===== src/rtl/pattern_pkg.sv =====
// pattern_pkg: serializer state encoding and parity helper shared by the serial front-end.
package pattern_pkg;
  typedef enum logic [1:0] {IDLE, SHIFT, PAR} ser_state_t;
  function automatic logic parity(input logic [31:0] v);
    return ^v;
  endfunction
endpackage


===== src/rtl/bit_rate_div.sv =====
// bit_rate_div: free-running 1-of-DIV tick generator, held at zero while clear is high.
module bit_rate_div #(
  parameter int DIV = 1
) (
  input  logic clk,
  input  logic rst,
  input  logic clear,
  output logic tick
);
  logic [7:0] cnt;
  assign tick = !clear && cnt == 8'(DIV - 1);
  always_ff @(posedge clk or negedge rst)
    if (!rst) cnt <= '0;
    else cnt <= (clear || tick) ? '0 : cnt + 8'd1;
endmodule


===== src/rtl/bit_serializer.sv =====
// bit_serializer: one-word buffered parallel-to-serial converter with a DIV-cycle bit period.
// Defining BIT_SERIALIZER_PARITY_EN appends an even-parity strobe after every word.
module bit_serializer
  import pattern_pkg::*;
#(
  parameter int WIDTH     = 8,
  parameter int DIV       = 1,
  parameter int MSB_FIRST = 1
) (
  input  logic             clk,
  input  logic             rst,
  input  logic [WIDTH-1:0] s_data,
  input  logic             s_valid,
  output logic             s_ready,
  output logic             data_out,
  output logic             out_en,
  output logic             busy
);
  localparam int CW = $clog2(WIDTH + 1);
  ser_state_t state, state_nxt;
  logic [WIDTH-1:0] hold, shifter;
  logic [CW-1:0] bit_cnt;
  logic hold_full, tick, accept, last, end_word, load, emit;
  bit_rate_div #(.DIV(DIV)) u_div (
    .clk(clk),
    .rst(rst),
    .clear(state == IDLE),
    .tick(tick)
  );
  assign accept = s_valid && !hold_full;
  assign last   = tick && state == SHIFT && bit_cnt == CW'(WIDTH - 1);
`ifdef BIT_SERIALIZER_PARITY_EN
  logic par_bit;
  assign end_word = tick && state == PAR;
  assign emit     = state == PAR ? par_bit
                  : (MSB_FIRST != 0 ? shifter[WIDTH-1] : shifter[0]);
`else
  assign end_word = last;
  assign emit     = MSB_FIRST != 0 ? shifter[WIDTH-1] : shifter[0];
`endif
  // A held word is taken either from IDLE or seamlessly at the final tick of the current word.
  assign load = hold_full && (state == IDLE || end_word);
  always_ff @(posedge clk or negedge rst)
    if (!rst) state <= IDLE;
    else state <= state_nxt;
  always_comb begin
`ifdef BIT_SERIALIZER_PARITY_EN
    state_nxt = (state == IDLE || end_word) ? (hold_full ? SHIFT : IDLE)
              : last ? PAR : state;
`else
    state_nxt = (state == IDLE || end_word) ? (hold_full ? SHIFT : IDLE) : state;
`endif
  end
  always_comb begin
    s_ready = !hold_full;
    busy    = state != IDLE || hold_full;
  end
  always_ff @(posedge clk or negedge rst)
    if (!rst) begin
      hold      <= '0;
      hold_full <= 1'b0;
    end else if (accept) begin
      hold      <= s_data;
      hold_full <= 1'b1;
    end else if (load) begin
      hold_full <= 1'b0;
    end
  always_ff @(posedge clk or negedge rst)
    if (!rst) begin
      shifter  <= '0;
      bit_cnt  <= '0;
      data_out <= 1'b0;
      out_en   <= 1'b0;
    end else begin
      out_en <= tick;
      if (tick) data_out <= emit;
      if (load) begin
        shifter <= hold;
        bit_cnt <= '0;
      end else if (tick && state == SHIFT) begin
        shifter <= MSB_FIRST != 0 ? shifter << 1 : shifter >> 1;
        bit_cnt <= bit_cnt + CW'(1);
      end
    end
`ifdef BIT_SERIALIZER_PARITY_EN
  always_ff @(posedge clk or negedge rst)
    if (!rst) par_bit <= 1'b0;
    else if (load) par_bit <= parity(32'(hold));
`endif
endmodule


===== config.mk =====
export PLATFORM = sky130hd
export DESIGN_NAME = bit_serializer
export DESIGN_NICKNAME = d
export VERILOG_FILES = /design/src/rtl/pattern_pkg.sv /design/src/rtl/bit_rate_div.sv /design/src/rtl/bit_serializer.sv
export SDC_FILE = /design/constraint.sdc
export NUM_CORES = 1
export LEC_CHECK = 0
export ABC_AREA = 1
export BUFFER_PORTS_ARGS = -buffer_cell sky130_fd_sc_hd__buf_2
export CORE_MARGIN = 8
export CORE_UTILIZATION = 45
export DETAILED_ROUTE_END_ITERATION = 10
export GPL_ROUTABILITY_DRIVEN = 0
export PLACE_DENSITY = 0.65
export SETUP_SLACK_MARGIN = 0.3
export SYNTH_ARGS = -nofsm -noshare
export SYNTH_HDL_FRONTEND = slang
export SYNTH_SLANG_ARGS = --single-unit

===== constraint.sdc =====
create_clock -name clk -period 1.3 [get_ports clk]
set_clock_uncertainty 0.05 [all_clocks]
set_input_delay 0 -clock clk [delete_from_list [all_inputs] [get_ports clk]]
set_output_delay 0 -clock clk [all_outputs]
set_load 0.005 [all_outputs]

==> reports/results.md, run 1 <==
| Group | Metric | Value |
|---|---|---|
| cts | Clock root buffer | clkbuf_4 |
| grt | Antenna violations before repair | 0 |
| sta | Final max-slew violation count | 0 |
| pwr | Logic gate share of total power | 0.508 |
| synth | Post-synthesis share of cell area spent on and, or, nand and nor gates | 0.282 |
| floorplanning | Starting density of the core | 0.465 |
| cts | Maximum level of the CTS H-tree | 2 |
| placement | Placement-stage cell area | 1830 µm² |
| synth | Leading post-synthesis cells by instance count | nand2_1, dfrtp_1, nand3_1, inv_1, nor2_1 |
| pwr | Switching share of power | 0.405 |
| finish | Final Instance Area | 2530 µm² |
| sta | Maximum operating frequency | 0.650 GHz |
| grt | Pin count of the biggest net entering global routing | 33 |
| hold path | Type of the most critical hold path | input port to asynchronous set/reset pin |
| worst setup path | Number of cells traversed by the worst register-to-register path | 8 |
| synth | Sequential area share after synthesis | 0.520 |
| worst setup path | Critical path class | register to register |
| pwr | Power per standard cell area | 1700 nW/µm² |
| sta | Setup ws final | -239 ps |
| placement | Number of placed instances with taps included | 262 |
| worst setup path | WP data arrival | 1710 ps |
| sta | Minimum period implied by the final worst setup slack | 1540 ps |
| cts | Skew-Pair Late Insertion Delay | 340 ps |
| pwr | Switching Power | 1.74 mW |
| finish | Post-route non-filler standard cell count | 296 |
| synth | Synth Cell Area | 1540 µm² |
| detailed routing | Vias per inst | 5.34 |
| synth | Fraction of post-synthesis cell area in the top cell type by area | 0.520 |
| sta | Transition at the pin with the smallest max-transition slack | 408 ps |
| sta | Worst hold-check slack | 155 ps |
| outcome | Result of the run | finished with violations |
| grt | GRT Residual Overflow | 0 |
| outcome | Violations in the final reports | negative setup slack |
| cts | Maximum buffer depth of the clock tree | 2 |
| detailed routing | Routed length per placed instance | 17.0 µm |
| worst setup path | Register-to-register setup slack | -240 ps |
| detailed routing | Antenna viol nets, final | 0 |
| pwr | Int Pwr | 2.55 mW |
| synth | Async S/R FF share, synth | 1.00 |
| sta | Final hold violation count | 0 |
| synth | Number of flip-flops and latches in the synthesized netlist | 32 |
| synth | Share of synthesized cell area in full adder, half adder and majority cells | 0.0244 |
| synth | Largest area contributor in the netlist | dfrtp_1 |
| detailed routing | TritonRoute pass-1 iters | 4 |
| synth | Most repeated cell in the gate-level netlist after synthesis | nand2_1 |
| flow run | Max-cap viol count | 0 |
| worst setup path | Required time reported for the critical path endpoint | 1470 ps |
| pwr | Worst voltage drop across the vdd grid | 0.00133 V |
| cts | Number of buffers created by CTS | 5 |
| worst setup path | Endpoint of the worst-slack reg-to-reg timing path | shifter[1]$_DFFE_PN0P_ |
| worst setup path | CP Capture Type | register |
| synth | Number of flops mapped to enable cells by yosys | 0 |
| synth | Avg Inst Size Synth | 8.37 µm² |
| cts | Clock sink total | 32 |
| worst setup path | Maximum fanout along the worst path | 6 |
| grt | First-pass GRT wire length | 6490 µm |
| cts | CTS tree | yes |
| detailed routing | Drt initial violations | 138 |
| detailed routing | Number of DRC violations after detailed routing | 0 |
| synth | Parity-gate share of the synthesized area counting xor and xnor cells | 0.0114 |
| synth | Most frequently used flop master after synthesis | dfrtp_1 |
| synth | Post-synthesis cell count | 184 |
| sta | Setup repair after global routing missed its margin | true |
| placement | Half-perimeter wire length after placement | 2240 µm |
| synth | Synth top area cells | dfrtp_1, nand3_1, nand2_1 |
| finish | Sequential Area | 802 µm² |
| pwr | Static power due to leakage | 1.18 nW |
| synth | Multiplexer share of the synthesized area | 0 |
| cts | Reg clk slew, reported paths | 100 ps |
| sta | Final clock period utilization by the worst path | 1.18 |
| placement | Count of buffers from port buffering | 14 |
| finish | Layout area overhead | 64.0% |
| floorplanning | Core Rows | 21 |
| synth | Compound-Gate Fraction of Synth Area | 0.0544 |
| finish | Diodes inserted | 0 |
| detailed routing | Wirelength, routed | 5030 µm |
| detailed routing | Total number of vias | 1580 |
| sta | Number of setup violations in the final report | 24 |
| finish | Multi-input combinational cell area | 965 µm² |
| synth | Yosys synthesis warning count | 0 |
| finish | Share of post-route cells with drive strength above 1 | 0.516 |
| finish | Filler cell count in the final layout | 197 |
| floorplanning | Core Box Area | 3310 µm² |
| placement | Worst setup slack after placement | -180 ps |
| grt | Number of global-route vias before repair | 1452 |
| pwr | Portion of total power attributed to the clock network | 0.140 |
| floorplanning | Die height | 74.5 µm |
| synth | Combinational family with the most area after synthesis | simple AND/OR/NAND/NOR gates |
| synth | Synth Net Count | 198 |
| finish | Number of nets in the final layout | 263 |
| floorplanning | Die area | 5550 µm² |
| floorplanning | Width of the die | 74.5 µm |
| synth | Yosys cell types | 23 |
| worst setup path | Startpoint of the worst-slack reg-to-reg timing path | u_div.cnt[3]$_DFF_PN0_ |
| grt | Overall routing resource usage | 0.155 |
| worst setup path | Critical path launch point type | register |
| floorplanning | I/O pin count | 15 |
| pwr | Portion of total power attributed to sequential cells | 0.351 |
| sta | Headroom to the max-slew limit | 0.728 |
==> cell families after synthesis <==
| family | count (synthesis) |
|---|---|
| and+or+nand+nor | 95 |
| buffers and inverters | 36 |
| DFF | 32 |
| AOI/OAI and AO/OA | 16 |
| adders and majority gates | 3 |
| xor gates and xnor gates | 2 |
==> flip-flops by register name, summed over array words and instances, names as in the netlist <==
signal and flops:
u_div.cnt 8, data_out 1, out_en 1, state 1, hold_full 1, hold 8, bit_cnt 4, shifter 8
==> layer usage <==
layer / GRT usage / part of all wire / vias up / routed length (µm)
li1: - / - / 716 / -
met4: 0.0826 / 0.040 / 0 / 201
met3: 0.0404 / 0.047 / 23 / 237
met5: 0 / 0 / - / 0
met1: 0.183 / 0.39 / 782 / 1960
met2: 0.250 / 0.52 / 59 / 2630
==> repair_timing <==
item                       4_1_cts  5_1_grt
setup endpoints to repair       34       34
setup buffers                    3        8
hold buffers                    10        0
resized for setup               43       59
gates cloned                     4        1
hold endpoints to repair        41        0
pin swaps                       18       14
==> through the flow <==
stage	power, mW	util	TNS, ps
2_1_floorplan	2.31	-	-2010
3_3_place_gp	2.70	0.553	-2630
3_5_place_dp	2.75	0.553	-3210
4_1_cts	3.65	0.668	-1650
5_1_grt	4.54	0.763	-4920
6_report	4.29	0.763	-4020
==> worst max-delay path, cell delays in order, from the launching register on <==
cell and delay [ps]:
dfrtp_1 400, inv_1 100, nand2_1 130, nor2_4 160, and2_4 190, nand2_8 80
buf_6 150, nand3_1 90, nand2_1 80
==> power by group through the flow <==
| stage | logic (mW) | registers [mW] | clock network [mW] |
|---|---|---|---|
| 2_1_floorplan | 0.854 | 1.46 | 0 |
| 3_3_place_gp | 1.23 | 1.47 | 0 |
| 3_5_place_dp | 1.26 | 1.48 | 0 |
| 4_1_cts | 1.59 | 1.47 | 0.596 |
| 5_1_grt | 2.36 | 1.54 | 0.645 |
| 6_report | 2.18 | 1.51 | 0.602 |
==> worst max-delay path by stage <==
stage                                 startpoint  cells past startpoint                      to  slack (ps)
after floorplan           u_div.cnt[0]$_DFF_PN0_                     10  bit_cnt[0]$_DFFE_PN0P_        -140
after global placement    u_div.cnt[0]$_DFF_PN0_                      7  u_div.cnt[2]$_DFF_PN0_        -160
after detailed placement  u_div.cnt[1]$_DFF_PN0_                      9  bit_cnt[3]$_DFFE_PN0P_        -180
after CTS                 u_div.cnt[1]$_DFF_PN0_                     10  shifter[3]$_DFFE_PN0P_        -120
after global routing      u_div.cnt[3]$_DFF_PN0_                      8  shifter[1]$_DFFE_PN0P_        -270
final                     u_div.cnt[3]$_DFF_PN0_                      8  shifter[1]$_DFFE_PN0P_        -240
==> layout make-up <==
class | count | area share
timing repair buffer | 61 | 0.206
sequential | 32 | 0.317
multi-input combinational | 120 | 0.382
tap | 46 | 0.0228
inverter | 29 | 0.0490
clock buffer | 8 | 0.0233
==> layout by cell type (no fill, tap or decap), types with 3 or more instances in the layout <==
cell type / netlist / layout
dfrtp_1: 32 / 31
nand2_1: 35 / 27
buf_4: 2 / 27
inv_1: 27 / 21
nand3_1: 29 / 15
nor2_4: 0 / 12
nand3_2: 0 / 12
buf_2: 1 / 12
dlygate4sd3_1: 0 / 10
a21oi_2: 0 / 9
buf_6: 3 / 9
inv_2: 2 / 6
nor2_1: 20 / 5
nand2_8: 0 / 5
nand2_4: 0 / 5
nand2_2: 3 / 5
clkbuf_4: 0 / 5
nand4_1: 3 / 3
o21ai_1: 1 / 3
nor2_2: 0 / 3
Power figures use the tool's default switching activity.
==> run 2: changes to the inputs <==
GPL_TIMING_DRIVEN = 0   (was not set)
==> run 2 against run 1 <==
The run still ends with negative setup slack left; register-to-register slack better by 40 ps; worst setup slack better by 39 ps; sequential power hardly changed; cell area is 8.0% lower; non-clock buffer count is 10 lower; clock-buffer cell count is 2 lower; via count is 12% lower; largest cell class unchanged; largest power group unchanged.
==> reports/results.md, run 2 (synthesized netlist as in run 1, its figures left out) <==
| Group | Metric | Value |
|---|---|---|
| sta | Headroom to the max-slew limit | 0.522 |
| cts | Skew-Pair Late Insertion Delay | 340 ps |
| finish | Diodes inserted | 0 |
| outcome | Result of the run | finished with violations |
| worst setup path | Number of cells traversed by the worst register-to-register path | 9 |
| sta | Setup repair after global routing missed its margin | true |
| sta | Final max-slew violation count | 0 |
| finish | Highest-count cells in the layout ignoring fill and taps | dfrtp_1, nand2_1, inv_1 |
| finish | Number of nets in the final layout | 250 |
| floorplanning | Die height | 74.5 µm |
| hold path | Destination of the worst hold path | hold[3]$_DFFE_PN0P_ |
| grt | First-pass GRT wire length | 6400 µm |
| floorplanning | Core Box Area | 3310 µm² |
| placement | Count of buffers from port buffering | 14 |
| worst setup path | Register-to-register setup slack | -200 ps |
| cts | Number of buffers created by CTS | 5 |
| hold path | Hold depth | 4 |
| worst setup path | Maximum fanout along the worst path | 5 |
| pwr | Worst voltage drop across the vdd grid | 0.000947 V |
| grt | Pin count of the biggest net entering global routing | 33 |
| detailed routing | TritonRoute pass-1 iters | 4 |
| finish | Largest registers | hold x8, shifter x8, u_div.cnt x8 |
| worst setup path | Required time reported for the critical path endpoint | 1470 ps |
| hold path | Worst Min Path Start | s_valid |
| sta | Maximum operating frequency | 0.667 GHz |
| worst setup path | Startpoint of the worst-slack reg-to-reg timing path | bit_cnt[1]$_DFFE_PN0P_ |
| finish | Final cell utilization of the core | 0.702 |
| finish | Commonest non-fill, non-tap cell in the layout | dfrtp_1 |
| sta | Worst hold-check slack | 44.8 ps |
| grt | Number of global-route vias before repair | 1423 |
| finish | Layout area overhead | 50.9% |
| hold path | Type of the most critical hold path | input port to register |
| detailed routing | Number of DRC violations after detailed routing | 0 |
| cts | Clock sink total | 32 |
| detailed routing | Routed length per placed instance | 14.3 µm |
| floorplanning | Core Rows | 21 |
| worst setup path | Critical path launch point type | register |
| grt | GRT Residual Overflow | 0 |
| cts | Maximum buffer depth of the clock tree | 2 |
| grt | Overall routing resource usage | 0.152 |
| pwr | Power per standard cell area | 1770 nW/µm² |
| floorplanning | Width of the die | 74.5 µm |
| flow run | Max-cap viol count | 0 |
| worst setup path | CP Capture Type | register |
| floorplanning | Starting density of the core | 0.465 |
| detailed routing | Wirelength, routed | 4030 µm |
| sta | Transition at the pin with the smallest max-transition slack | 717 ps |
| floorplanning | Die area | 5550 µm² |
| sta | Number of setup violations in the final report | 23 |
| worst setup path | Endpoint of the worst-slack reg-to-reg timing path | bit_cnt[3]$_DFFE_PN0P_ |
| floorplanning | I/O pin count | 15 |
| sta | Setup ws final | -200 ps |
| cts | Reg clk slew, reported paths | 100 ps |
| cts | CTS tree | yes |
| grt | Antenna violations before repair | 0 |
| outcome | Violations in the final reports | negative setup slack |
| sta | Minimum period implied by the final worst setup slack | 1500 ps |
| placement | Half-perimeter wire length after placement | 2160 µm |
| sta | Final hold violation count | 0 |
| worst setup path | Critical path class | register to register |
| finish | Share of post-route cells with drive strength above 1 | 0.449 |
| detailed routing | Vias per inst | 4.95 |
| detailed routing | Drt initial violations | 62 |
| finish | Filler cell count in the final layout | 252 |
| finish | Sequential Area | 801 µm² |
| pwr | Static power due to leakage | 1.12 nW |
| detailed routing | Antenna viol nets, final | 0 |
| sta | Final clock period utilization by the worst path | 1.15 |
| cts | Maximum level of the CTS H-tree | 2 |
| cts | Clock root buffer | clkbuf_4 |
| detailed routing | Total number of vias | 1395 |
| worst setup path | WP data arrival | 1670 ps |
| finish | Multi-input combinational cell area | 853 µm² |
| worst setup path | Critical path startpoint | bit_cnt[1]$_DFFE_PN0P_ |
==> run 2: cell types whose count changed in the layout (fill, tap and decap cells not counted), sizes merged <==
cell,previous run,this run
clkinv,1,2
buf,51,41
dlygate4sd3,10,9
clkbuf,8,7
nand2,42,39
==> run 2: metrics by stage <==
| step | setup TNS, ps | instances | setup slack (ps) | total power, mW | area [µm²] |
|---|---|---|---|---|---|
| final | -3320 | 282 | -200 | 4.13 | 2320 |
| after global routing | -4960 | 282 | -272 | 4.40 | 2320 |
| after floorplan | -2010 | 184 | -143 | 2.31 | 1570 |
| after global placement | -4030 | 244 | -259 | 2.52 | 1700 |
| after CTS | -2190 | 274 | -151 | 3.67 | 2110 |
| after detailed placement | -4550 | 244 | -290 | 2.61 | 1700 |
==> run 2: worst max path at each step <==
| stage | endpoint | slack, ps | depth (start not counted) |
|---|---|---|---|
| finish | bit_cnt[3]$_DFFE_PN0P_ | -200 | 9 |
| detailed placement | shifter[5]$_DFFE_PN0P_ | -290 | 11 |
| global placement | bit_cnt[0]$_DFFE_PN0P_ | -260 | 10 |
| global route | bit_cnt[3]$_DFFE_PN0P_ | -270 | 9 |
| CTS | u_div.cnt[2]$_DFF_PN0_ | -150 | 8 |
| floorplan | bit_cnt[0]$_DFFE_PN0P_ | -140 | 10 |
==> run 2: final cells by class <==
class                           count  area share
Buffer                              7      0.0328
Clock buffer                        6      0.0178
Clock inverter                      1     0.00215
Inverter                           29      0.0522
Multi-Input combinational cell    117       0.367
Sequential cell                    32       0.344
Tap cell                           46      0.0248
Timing Repair Buffer               44       0.159
==> run 2: metal layers <==
layer / vias up / part of all wire / global-route usage
met5: - / 0 / 0
met4: 0 / 0.0072 / 0.0543
met3: 5 / 0.057 / 0.0458
met2: 43 / 0.51 / 0.248
met1: 659 / 0.43 / 0.183
li1: 688 / - / -
==> run 2: what timing repair did <==
| item | in CTS | in global routing |
|---|---|---|
| gates cloned | 4 | 0 |
| hold buffers | 9 | 0 |
| pin swaps | 13 | 16 |
| hold endpoints to repair | 40 | 0 |
| setup buffers | 10 | 8 |
| gates resized for setup | 43 | 38 |
| setup endpoints to repair | 34 | 34 |
==> run 2: critical path, stage by stage (launching register included) <==
cell and delay (ps):
dfrtp_1 360, ha_2 190, nand2_1 60, nor2_2 130, nand3_2 110, nand2_4 130
nand2_4 80, buf_6 140, nand3b_1 80, nand2_1 50
==> run 2: where the power goes <==
group          switching [mW]  total (mW)  leakage, nW  internal (mW)
Clock                   0.331       0.530       0.0281          0.199
Sequential              0.163        1.48        0.393           1.32
Combinational            1.09        2.12        0.696           1.02
==> run 3: changes to the inputs <==
HOLD_SLACK_MARGIN = 0.15   (was not set)
==> run 3 against run 2 <==
Worst hold slack improved by 140 ps; sequential power about the same; clock-buffer cell count unchanged; clock power decreased by 2%; highest routed layer unchanged; wire length decreased by 1.8%; largest cell class unchanged; sequential share of layout area decreased by 0.093 points; die area unchanged; critical endpoint unchanged; via count increased by 0.36%; final cell count unchanged; core utilization increased by 0.19 points; the run still ends with negative setup slack left.
==> reports/results.md, run 3 (synthesized netlist as in run 1, its figures left out) <==
| Group | Metric | Value |
|---|---|---|
| outcome | Result of the run | finished with violations |
| outcome | Violations in the final reports | negative setup slack |
| cts | Clock root buffer | clkbuf_4 |
| pwr | Overall power consumption | 4.12 mW |
| flow run | Max-cap viol count | 0 |
| finish | Commonest non-fill, non-tap cell in the layout | dfrtp_1 |
| worst setup path | Maximum fanout along the worst path | 5 |
| cts | Skew-Pair Late Insertion Delay | 340 ps |
| cts | Maximum buffer depth of the clock tree | 2 |
| finish | Layout area overhead | 51.3% |
| floorplanning | Starting density of the core | 0.465 |
| grt | GRT Residual Overflow | 0 |
| cts | Number of buffers created by CTS | 5 |
| finish | Largest registers | hold x8, shifter x8, u_div.cnt x8 |
| detailed routing | TritonRoute pass-1 iters | 5 |
| hold path | Type of the most critical hold path | input port to asynchronous set/reset pin |
| cts | Maximum level of the CTS H-tree | 2 |
| worst setup path | Required time reported for the critical path endpoint | 1480 ps |
| worst setup path | CP Capture Type | register |
| floorplanning | Core Box Area | 3310 µm² |
| finish | Highest-count cells in the layout ignoring fill and taps | dfrtp_1, nand2_1, inv_1 |
| finish | Share of post-route cells with drive strength above 1 | 0.445 |
| pwr | Power per standard cell area | 1770 nW/µm² |
| pwr | Worst voltage drop across the vdd grid | 0.00118 V |
| detailed routing | Drt initial violations | 76 |
| floorplanning | Die area | 5550 µm² |
| grt | Antenna violations before repair | 0 |
| floorplanning | Width of the die | 74.5 µm |
| placement | Placement-stage cell area | 1700 µm² |
| detailed routing | Routed length per placed instance | 14.0 µm |
| sta | Final max-slew violation count | 0 |
| floorplanning | I/O pin count | 15 |
| worst setup path | WP data arrival | 1670 ps |
| sta | Number of setup violations in the final report | 23 |
| sta | Final hold violation count | 0 |
| pwr | Static power due to leakage | 1.12 nW |
| sta | Final clock period utilization by the worst path | 1.15 |
| worst setup path | CP max stage cell | dfrtp_1 |
| grt | First-pass GRT wire length | 6380 µm |
| worst setup path | CP max stage delay | 360 ps |
| floorplanning | Die height | 74.5 µm |
| finish | Diodes inserted | 0 |
| sta | Setup repair after global routing missed its margin | true |
| cts | Reg clk slew, reported paths | 100 ps |
| placement | Count of buffers from port buffering | 14 |
| sta | Transition at the pin with the smallest max-transition slack | 711 ps |
| finish | Final Instance Area | 2330 µm² |
| worst setup path | Critical path class | register to register |
| worst setup path | CP bufs+invs | 1 |
| sta | Headroom to the max-slew limit | 0.526 |
| worst setup path | Gate family responsible for the most delay along the worst path | simple AND/OR/NAND/NOR gates |
| worst setup path | Critical path launch point type | register |
| grt | Number of global-route vias before repair | 1392 |
| cts | CTS tree | yes |
| floorplanning | Core Rows | 21 |
| detailed routing | Wirelength, routed | 3960 µm |
| finish | Filler cell count in the final layout | 250 |
| detailed routing | Antenna viol nets, final | 0 |
| grt | Pin count of the biggest net entering global routing | 33 |
| finish | Number of nets in the final layout | 250 |
| placement | Half-perimeter wire length after placement | 2160 µm |
| sta | Setup ws final | -195 ps |
| worst setup path | Worst path cell trace | ha_2 -> nand2_1 -> nor2_2 -> nand3_2 -> nand2_4 -> nand2_4 -> buf_6 -> nand3b_1 -> nand2_1 |
| cts | Clock sink total | 32 |
| sta | Setup TNS after final layout | -3200 ps |
| detailed routing | Total number of vias | 1400 |
| grt | Overall routing resource usage | 0.151 |
| detailed routing | Vias per inst | 4.96 |
| sta | Maximum operating frequency | 0.669 GHz |
| sta | Minimum period implied by the final worst setup slack | 1500 ps |
| detailed routing | Number of DRC violations after detailed routing | 0 |
-- run 3: through the flow --
| step | hold WS (ps) | cells | util | worst slack, ps |
|---|---|---|---|---|
| after detailed placement | 50.9 | 244 | 0.514 | -290 |
| after global placement | 38.0 | 244 | 0.514 | -259 |
| after floorplan | -346 | 184 | - | -143 |
| after CTS | 228 | 275 | 0.641 | -151 |
| final | 186 | 282 | 0.704 | -195 |
| after global routing | 260 | 282 | 0.704 | -268 |
-- run 3: final cells by class --
cell class,instances,area [µm²],share of cell area
plain buffers,7,76.3,0.0327
clock buffers,6,41.3,0.0177
clock inverters,1,5.00,0.00215
inverters,29,121,0.0521
multi-input cells,117,853,0.366
flip-flops and latches,32,801,0.344
well taps,46,57.6,0.0247
repair buffers,44,375,0.161
-- run 3: path summary, 6_finish.rpt --
path | startpoint | end | slack [ps] | depth (start not counted)
worst max register to register | bit_cnt[1]$_DFFE_PN0P_ | bit_cnt[3]$_DFFE_PN0P_ | -200 | 9
min in group clk | s_data[7] | hold[7]$_DFFE_PN0P_ | 390 | 4
max in group asynchronous | rst | u_div.cnt[6]$_DFF_PN0_ | 540 | 2
worst min-delay path | rst | bit_cnt[2]$_DFFE_PN0P_ | 190 | 2
worst min register to register | shifter[7]$_DFFE_PN0P_ | data_out$_DFFE_PN0P_ | 430 | 2
worst max-delay path | bit_cnt[1]$_DFFE_PN0P_ | bit_cnt[3]$_DFFE_PN0P_ | -200 | 9
-- run 3: worst register-to-register path: stages, from the launching register on --
cell and delay (ps):
dfrtp_1 360, ha_2 190, nand2_1 60, nor2_2 130, nand3_2 120, nand2_4 130, nand2_4 80, buf_6 140
nand3b_1 80, nand2_1 50
-- run 3: timing repair --
item                       4_1_cts  5_1_grt
setup buffers                   10        7
gates cloned                     4        0
hold buffers                    10        0
hold endpoints to repair        41        0
setup endpoints to repair       34       34
pin swaps                       13       15
gates resized for setup         43       39
-- run 3: report_power, final --
part | switching, mW | internal [mW]
registers | 0.159 | 1.32
logic | 1.10 | 1.02
clock network | 0.323 | 0.199
-- run 3: metal layers --
layer  share of wire  wire [µm]  global-route usage  up-vias
met3           0.060        237              0.0485        9
met4           0.015         61              0.0543        0
met5               0          0                   0        -
met2            0.51       2020               0.246       43
met1            0.41       1640               0.182      659
li1                -          -                   -      689
